==> config.mk <==
export PLATFORM = sky130hd
export DESIGN_NAME = rd_stream_fetch
export DESIGN_NICKNAME = d
export VERILOG_FILES = /design/src/rtl/rd_stream_fetch.sv
export SDC_FILE = /design/constraint.sdc
export NUM_CORES = 2
export LEC_CHECK = 0
export BUFFER_PORTS_ARGS = -buffer_cell sky130_fd_sc_hd__buf_2
export CORE_ASPECT_RATIO = 0.9
export CORE_MARGIN = 3
export CORE_UTILIZATION = 39
export DETAILED_ROUTE_END_ITERATION = 8
export HOLD_SLACK_MARGIN = 0.02
export PLACE_DENSITY = 0.68
export SETUP_SLACK_MARGIN = 0.1
export SYNTH_ARGS = -nofsm -noshare
export SYNTH_HDL_FRONTEND = slang
export SYNTH_SLANG_ARGS = --single-unit
==> constraint.sdc <==
create_clock -name clk -period 15.32 [get_ports clk]
set_input_delay 2.298 -clock clk [delete_from_list [all_inputs] [get_ports clk]]
set_output_delay 2.298 -clock clk [all_outputs]
set_load 0.005 [all_outputs]
==> src/rtl/rd_stream_fetch.sv <==
// Streaming line fetcher: issues credit-limited reads of consecutive 512-bit lines
// and buffers in-order responses in a show-ahead FIFO for a PE-side consumer.
module rd_stream_fetch #(
    parameter int FIFO_DEPTH = 4,
    parameter int LINE_BYTES = 64
) (
    input  logic         clk,
    input  logic         rst,
    input  logic         start,
    input  logic [63:0]  base_addr,
    input  logic [63:0]  num_lines,
    output logic         mem_rd_req,
    output logic [63:0]  mem_rd_addr,
    input  logic         mem_rd_ready,
    input  logic         mem_rd_valid,
    input  logic [511:0] mem_rd_data,
    output logic         available_read,
    output logic [511:0] data_in,
    input  logic         req_rd_data,
    output logic         done,
    output logic         err
);
    localparam int PTR_W = $clog2(FIFO_DEPTH);
    localparam int CNT_W = PTR_W + 1;

    localparam logic [1:0] S_IDLE  = 2'd0;
    localparam logic [1:0] S_FETCH = 2'd1;
    localparam logic [1:0] S_DRAIN = 2'd2;
    localparam logic [1:0] S_DONE  = 2'd3;

    localparam logic [CNT_W:0] DEPTH_C = FIFO_DEPTH[CNT_W:0];
    localparam logic [63:0]    STRIDE  = 64'(LINE_BYTES);

    logic [1:0]       r_state;
    logic [63:0]      r_num;
    logic [63:0]      r_issued;
    logic [63:0]      r_delivered;
    logic [CNT_W-1:0] r_out;
    logic [CNT_W-1:0] r_count;
    logic [PTR_W-1:0] r_wptr;
    logic [PTR_W-1:0] r_rptr;
    logic             r_req;
    logic [63:0]      r_addr;
    logic             r_err;
    logic [511:0]     r_buf [FIFO_DEPTH];

    logic             w_start_ok;
    logic             w_acc;
    logic             w_resp;
    logic             w_stray;
    logic             w_pop;
    logic [63:0]      w_issued_nx;
    logic [63:0]      w_delivered_nx;
    logic [CNT_W-1:0] w_out_nx;
    logic [CNT_W-1:0] w_count_nx;
    logic             w_credit;
    logic [1:0]       w_state_nx;
    logic             w_req_nx;

    assign w_start_ok = start & ((r_state == S_IDLE) | (r_state == S_DONE));
    assign w_acc      = r_req & mem_rd_ready;
    assign w_resp     = mem_rd_valid & (r_out != '0);
    assign w_stray    = mem_rd_valid & (r_out == '0);
    assign w_pop      = req_rd_data & (r_count != '0);

    assign w_issued_nx    = r_issued + {63'd0, w_acc};
    assign w_delivered_nx = r_delivered + {63'd0, w_pop};
    assign w_out_nx       = r_out + {{(CNT_W-1){1'b0}}, w_acc} - {{(CNT_W-1){1'b0}}, w_resp};
    assign w_count_nx     = r_count + {{(CNT_W-1){1'b0}}, w_resp} - {{(CNT_W-1){1'b0}}, w_pop};

    // In-flight reads plus buffered lines must never exceed buffer capacity.
    assign w_credit = ({1'b0, w_out_nx} + {1'b0, w_count_nx}) < DEPTH_C;

    always_comb begin
        w_state_nx = r_state;
        case (r_state)
            S_IDLE, S_DONE: begin
                if (start) w_state_nx = (num_lines == 64'd0) ? S_DONE : S_FETCH;
            end
            S_FETCH: begin
                if (w_acc && (w_issued_nx == r_num)) w_state_nx = S_DRAIN;
            end
            S_DRAIN: begin
                if (w_delivered_nx == r_num) w_state_nx = S_DONE;
            end
            default: w_state_nx = S_IDLE;
        endcase
    end

    // Request is registered; an unaccepted request stays up because the credit sum cannot grow.
    always_comb begin
        w_req_nx = 1'b0;
        if (w_start_ok) begin
            w_req_nx = (num_lines != 64'd0);
        end else if ((r_state == S_FETCH) && (w_state_nx == S_FETCH)) begin
            w_req_nx = (w_issued_nx < r_num) && w_credit;
        end
    end

    always_ff @(posedge clk or negedge rst) begin
        if (!rst) begin
            r_state     <= S_IDLE;
            r_num       <= '0;
            r_issued    <= '0;
            r_delivered <= '0;
            r_out       <= '0;
            r_count     <= '0;
            r_wptr      <= '0;
            r_rptr      <= '0;
            r_req       <= 1'b0;
            r_addr      <= '0;
            r_err       <= 1'b0;
        end else begin
            r_state <= w_state_nx;
            r_req   <= w_req_nx;
            if (w_stray) r_err <= 1'b1;
            if (w_start_ok) begin
                r_num       <= num_lines;
                r_addr      <= base_addr;
                r_issued    <= '0;
                r_delivered <= '0;
                r_out       <= '0;
                r_count     <= '0;
                r_wptr      <= '0;
                r_rptr      <= '0;
            end else begin
                r_issued    <= w_issued_nx;
                r_delivered <= w_delivered_nx;
                r_out       <= w_out_nx;
                r_count     <= w_count_nx;
                if (w_acc)  r_addr <= r_addr + STRIDE;
                if (w_resp) r_wptr <= r_wptr + 1'b1;
                if (w_pop)  r_rptr <= r_rptr + 1'b1;
            end
        end
    end

    // Line storage carries no reset; data_in is masked to zero while empty.
    always_ff @(posedge clk) begin
        if (w_resp) r_buf[r_wptr] <= mem_rd_data;
    end

    assign mem_rd_req     = r_req;
    assign mem_rd_addr    = r_addr;
    assign available_read = (r_count != '0);
    assign data_in        = (r_count != '0) ? r_buf[r_rptr] : '0;
    assign done           = (r_state == S_DONE);
    assign err            = r_err;

endmodule

==> metrics.md <==
| Metric | Value |
|---|---|
| XOR/XNOR share of the synthesized area | 2.250% |
| Routability-driven placement congestion ratio | 0.9246 |
| Flop pwr share | 41.2% |
| H-tree depth | 4 |
| Clock group share of total power | 27.4% |
| Final Max Tran Viols | 0 |
| Antenna violations before repair | 189 |
| Asr flop ratio synth | 11.65% |
| Initial Utilization | 39.38% |
| CP Max Fanout | 83 |
| Clock buffer depth | 4 |
| Post-synthesis adder-cell area fraction | 1.170% |
| CP arrival | 5.15 ns |
| Reg-to-Reg Start | mem_rd_req |
| Setup_tns | 0 ns |
| Rows | 169 |
| Post-Syn Area | 93260 um2 |
| Detailed placement HPWL | 180700 um |
| Worst path cell trace | buf_4 > buf_12 > buf_4 > mux4_2 > and2_1 > buf_2 |
| Ys Warns | 0 |
| Ratio of cells with drive above 1 in the final layout | 32.88% |
| Multi-input logic area | 23700 um2 |
| FF-to-FF setup slack | 10.09 ns |
| Worst path max stage delay | 0.90 ns |
| Antenna-violating nets left | 0 |
| Register area share after synthesis | 73.19% |
| Die height | 469.9 um |
| Post-Route Skew | 0.08017 ns |
| Setup CP Type | flip-flop to output pin |
| Power Dens Cells | 184.9 nW/um2 |
| Crit path required time | 13.02 ns |
| CTS tree | built |
| CTS Hold Bufs | 0 |
| Final Setup Violations | 0 |
| Kind of end point of the critical path | output pin |
| CTS resizes | 0 |
| Total Routing Usage GR | 21.10% |
| Clock Latency Late Sink | 0.91 ns |
| Net Count, Synth | 5823 |
| Boundary pin count | 1226 |
| Post-synthesis mux area share | 12.43% |
| Crit path max-delay cell type | dfrtp_4 |
| First-pass GRT wire length | 379800 um |
| Status | finished, final reports clean |
| Clock sink count | 2318 |
| Gr ovfl total | 0 |
| Clock slew at reported path FFs | 0.06 ns |
| DRT Pass-1 Iters | 7 |
| Top Family by Delay on Critical Path | buffers and inverters |
| Post-Syn Instances | 5091 |
| Sw Pwr | 6.302 mW |
| WL/cell | 26.95 um |
| Area delta synth->final | 18.70% |
| Area share of and/or/nand/nor cells after synthesis | 7.995% |
| Core area | 236800 um2 |
| Int Pwr | 14.16 mW |
| CTS Buf Count | 240 |
| LEAKAGE | 39.69 nW |
| Setup crit start kind | flip-flop |
| Area of the die | 245000 um2 |
| Final WL | 263800 um |
| Setup bufs post-CTS | 0 |
| Final Hold Viols | 0 |
| Placed insts | 9284 |
| Hold Startpoint | mem_rd_addr[3] |
| IR drop worst, VDD | 0.0001416 V |
| Register area | 68260 um2 |
| RSZ-0062 raised after global routing | false |
| Final net count | 7095 |
| Number of synthesized flops with an enable pin | 2048 |
| Most used cell, CP | buf_4 |
| Fmax achieved | 134.2 MHz |
| Synth Register Bits | 2318 |
| Final Critical Period | 7.453 ns |
| Syn_area_per_cell | 18.32 um2 |
| Tcrit/Tclk final | 48.65% |
| Die Width | 521.4 um |
| Combinational family with the most area after synthesis | multiplexers |
| Worst-Margin Slew | 1.381 ns |
| Port-buffer cells | 1225 |
| Drt initial violations | 4358 |
| Compound-gate portion of the synthesized area | 1.543% |
| Design Power | 20.46 mW |
| Slew HR | 7.925% |
| Via count | 52080 |
| Root Buffer Master | clkbuf_16 |
| Largest net degree at the start of global routing | 246 |
| Switching share of power | 30.79% |
| WP buf/inv | 4 |
| Fill cell count | 20220 |
| Main synth FF type | edfxtp_1 |
| Drc violations | 0 |
| Synth cell types | 74 |
| Fin cells | 9791 |
| Max-cap violations | 0 |
| Setup crit start | r_rptr[0] |
| Hold Crit Class | flip-flop to flip-flop |
| Number of global-route vias before repair | 53430 |
| Final core occ | 46.74% |
| Vias per cell | 5.319 |
| Combinational Power Share | 31.4% |
==> per-layer routing <==
layer | track usage [%] | part of all wire, % | vias to the layer above
met3 | 7.968 | 10 | 616
met2 | 32.91 | 47 | 2131
met1 | 26.42 | 38 | 26830
met5 | 0 | 0.24 | -
met4 | 8.905 | 4.1 | 98
li1 | - | - | 22400
==> flip-flops by register name, indices dropped and copies added, names as in the netlist, 3 cells and up <==
register	flops
r_delivered	64
r_num	64
r_issued	64
r_count	3
r_out	3
r_buf	2048
mem_rd_addr	64
==> power by group through the flow <==
stage	Clock [mW]	Sequential [mW]	Combinational [mW]
floorplan	0	9.09	3.58
global placement	0	8.48	6.51
detailed placement	0	8.55	6.50
CTS	5.73	8.43	6.55
global route	5.98	8.51	6.89
finish	5.61	8.42	6.43
==> area by class of cell <==
type	instances	share of cell area, %
inverters	98	0.3323
multi-input cells	2428	21.41
flip-flops and latches	2318	61.67
well taps	3163	3.575
diodes	73	0.1650
clock buffers	281	5.621
clock inverters	153	1.172
repair buffers	1277	6.059
==> placed cells by master (no fill, tap or decap), types with 7 or more instances in the layout <==
| cell | synthesis | layout |
|---|---|---|
| diode_2 | 0 | 73 |
| clkinv_2 | 0 | 42 |
| nand2_1 | 239 | 238 |
| edfxtp_1 | 2048 | 2048 |
| inv_1 | 98 | 98 |
| nand3_1 | 85 | 85 |
| nor4_1 | 37 | 37 |
| a211oi_1 | 9 | 9 |
| a31oi_1 | 7 | 7 |
| bufinv_16 | 0 | 18 |
| and4_1 | 21 | 21 |
| a21o_1 | 12 | 12 |
| clkinv_1 | 0 | 66 |
| nand4_1 | 56 | 56 |
| nor2_1 | 159 | 159 |
| clkbuf_1 | 156 | 37 |
| clkbuf_16 | 0 | 242 |
| nor2b_1 | 10 | 10 |
| buf_4 | 0 | 38 |
| and2_1 | 605 | 600 |
| buf_2 | 9 | 1224 |
| a21oi_1 | 24 | 24 |
| xor2_1 | 80 | 80 |
| and3_1 | 42 | 42 |
| nor3_1 | 41 | 41 |
| mux4_2 | 512 | 512 |
| clkinvlp_4 | 0 | 10 |
| o21ai_0 | 144 | 144 |
| buf_12 | 0 | 14 |
| xnor2_1 | 157 | 157 |
| ha_1 | 84 | 84 |
| dfrtp_1 | 270 | 268 |
==> worst paths after layout <==
kind                                       end  depth (start not counted)
worst max-delay path              data_in[427]                          6
worst min-delay path            mem_rd_addr[3]                          2
worst max register to register      mem_rd_req                         19
worst min register to register  mem_rd_addr[3]                          2
max in group asynchronous         r_issued[52]                          3
min in group asynchronous            r_num[17]                          1
==> Yosys cell counts, drive strengths merged (3+ instances only) <==
cell type | number | area share (%)
nand2b | 4 | 0.027
mux4 | 512 | 12
xnor2 | 157 | 1.5
nand2 | 239 | 0.96
and3 | 43 | 0.29
o32ai | 4 | 0.038
edfxtp | 2048 | 66
nand4 | 60 | 0.46
ha | 84 | 1.1
or4 | 9 | 0.081
and4 | 22 | 0.21
buf | 89 | 0.39
or2 | 6 | 0.040
inv | 98 | 0.39
and2 | 605 | 4.1
a31oi | 7 | 0.047
o211ai | 5 | 0.040
clkbuf | 158 | 0.64
o311ai | 3 | 0.028
dfrtp | 270 | 7.2
a311oi | 3 | 0.028
nor2 | 160 | 0.65
nor3b | 3 | 0.024
o31ai | 3 | 0.024
o22ai | 6 | 0.040
nor4 | 41 | 0.33
a21oi | 24 | 0.13
nor3 | 42 | 0.23
a21o | 12 | 0.097
o21ai | 144 | 0.77
mux2i | 5 | 0.054
a211oi | 9 | 0.072
or3 | 8 | 0.056
nor2b | 10 | 0.067
nand3 | 86 | 0.47
o21a | 3 | 0.024
xor2 | 80 | 0.75
==> stage by stage <==
stage          hold slack (ns)  worst slack, ns  area [um2]
2_1_floorplan           0.4510           0.1249       93260
3_3_place_gp            0.4435            8.362      103000
3_5_place_dp            0.4554            8.208      103000
4_1_cts                 0.4664            7.584      110500
5_1_grt                 0.4865            7.282      110600
6_report                0.4677            7.867      110700
==> worst reg2reg max path: cells and delay by family (launching register included) <==
kind / cells / cell delay (ns)
fa+ha+maj: 3 / 0.77
xor+xnor: 1 / 0.19
compound gates: 4 / 0.58
flops: 1 / 0.47
simple gates: 11 / 3.03
==> kinds of logic (layout without fill, tap and decap cells) <==
logic type      after synthesis  in the layout
buf+inv                     345           1809
flops                      2318           2318
xor+xnor                    238            238
compound gates              244            244
simple gates               1342           1342
fa+ha+maj                    86             86
other cells                   0             73
mux                         518            518
No activity file was read; power rests on OpenSTA's default activity.
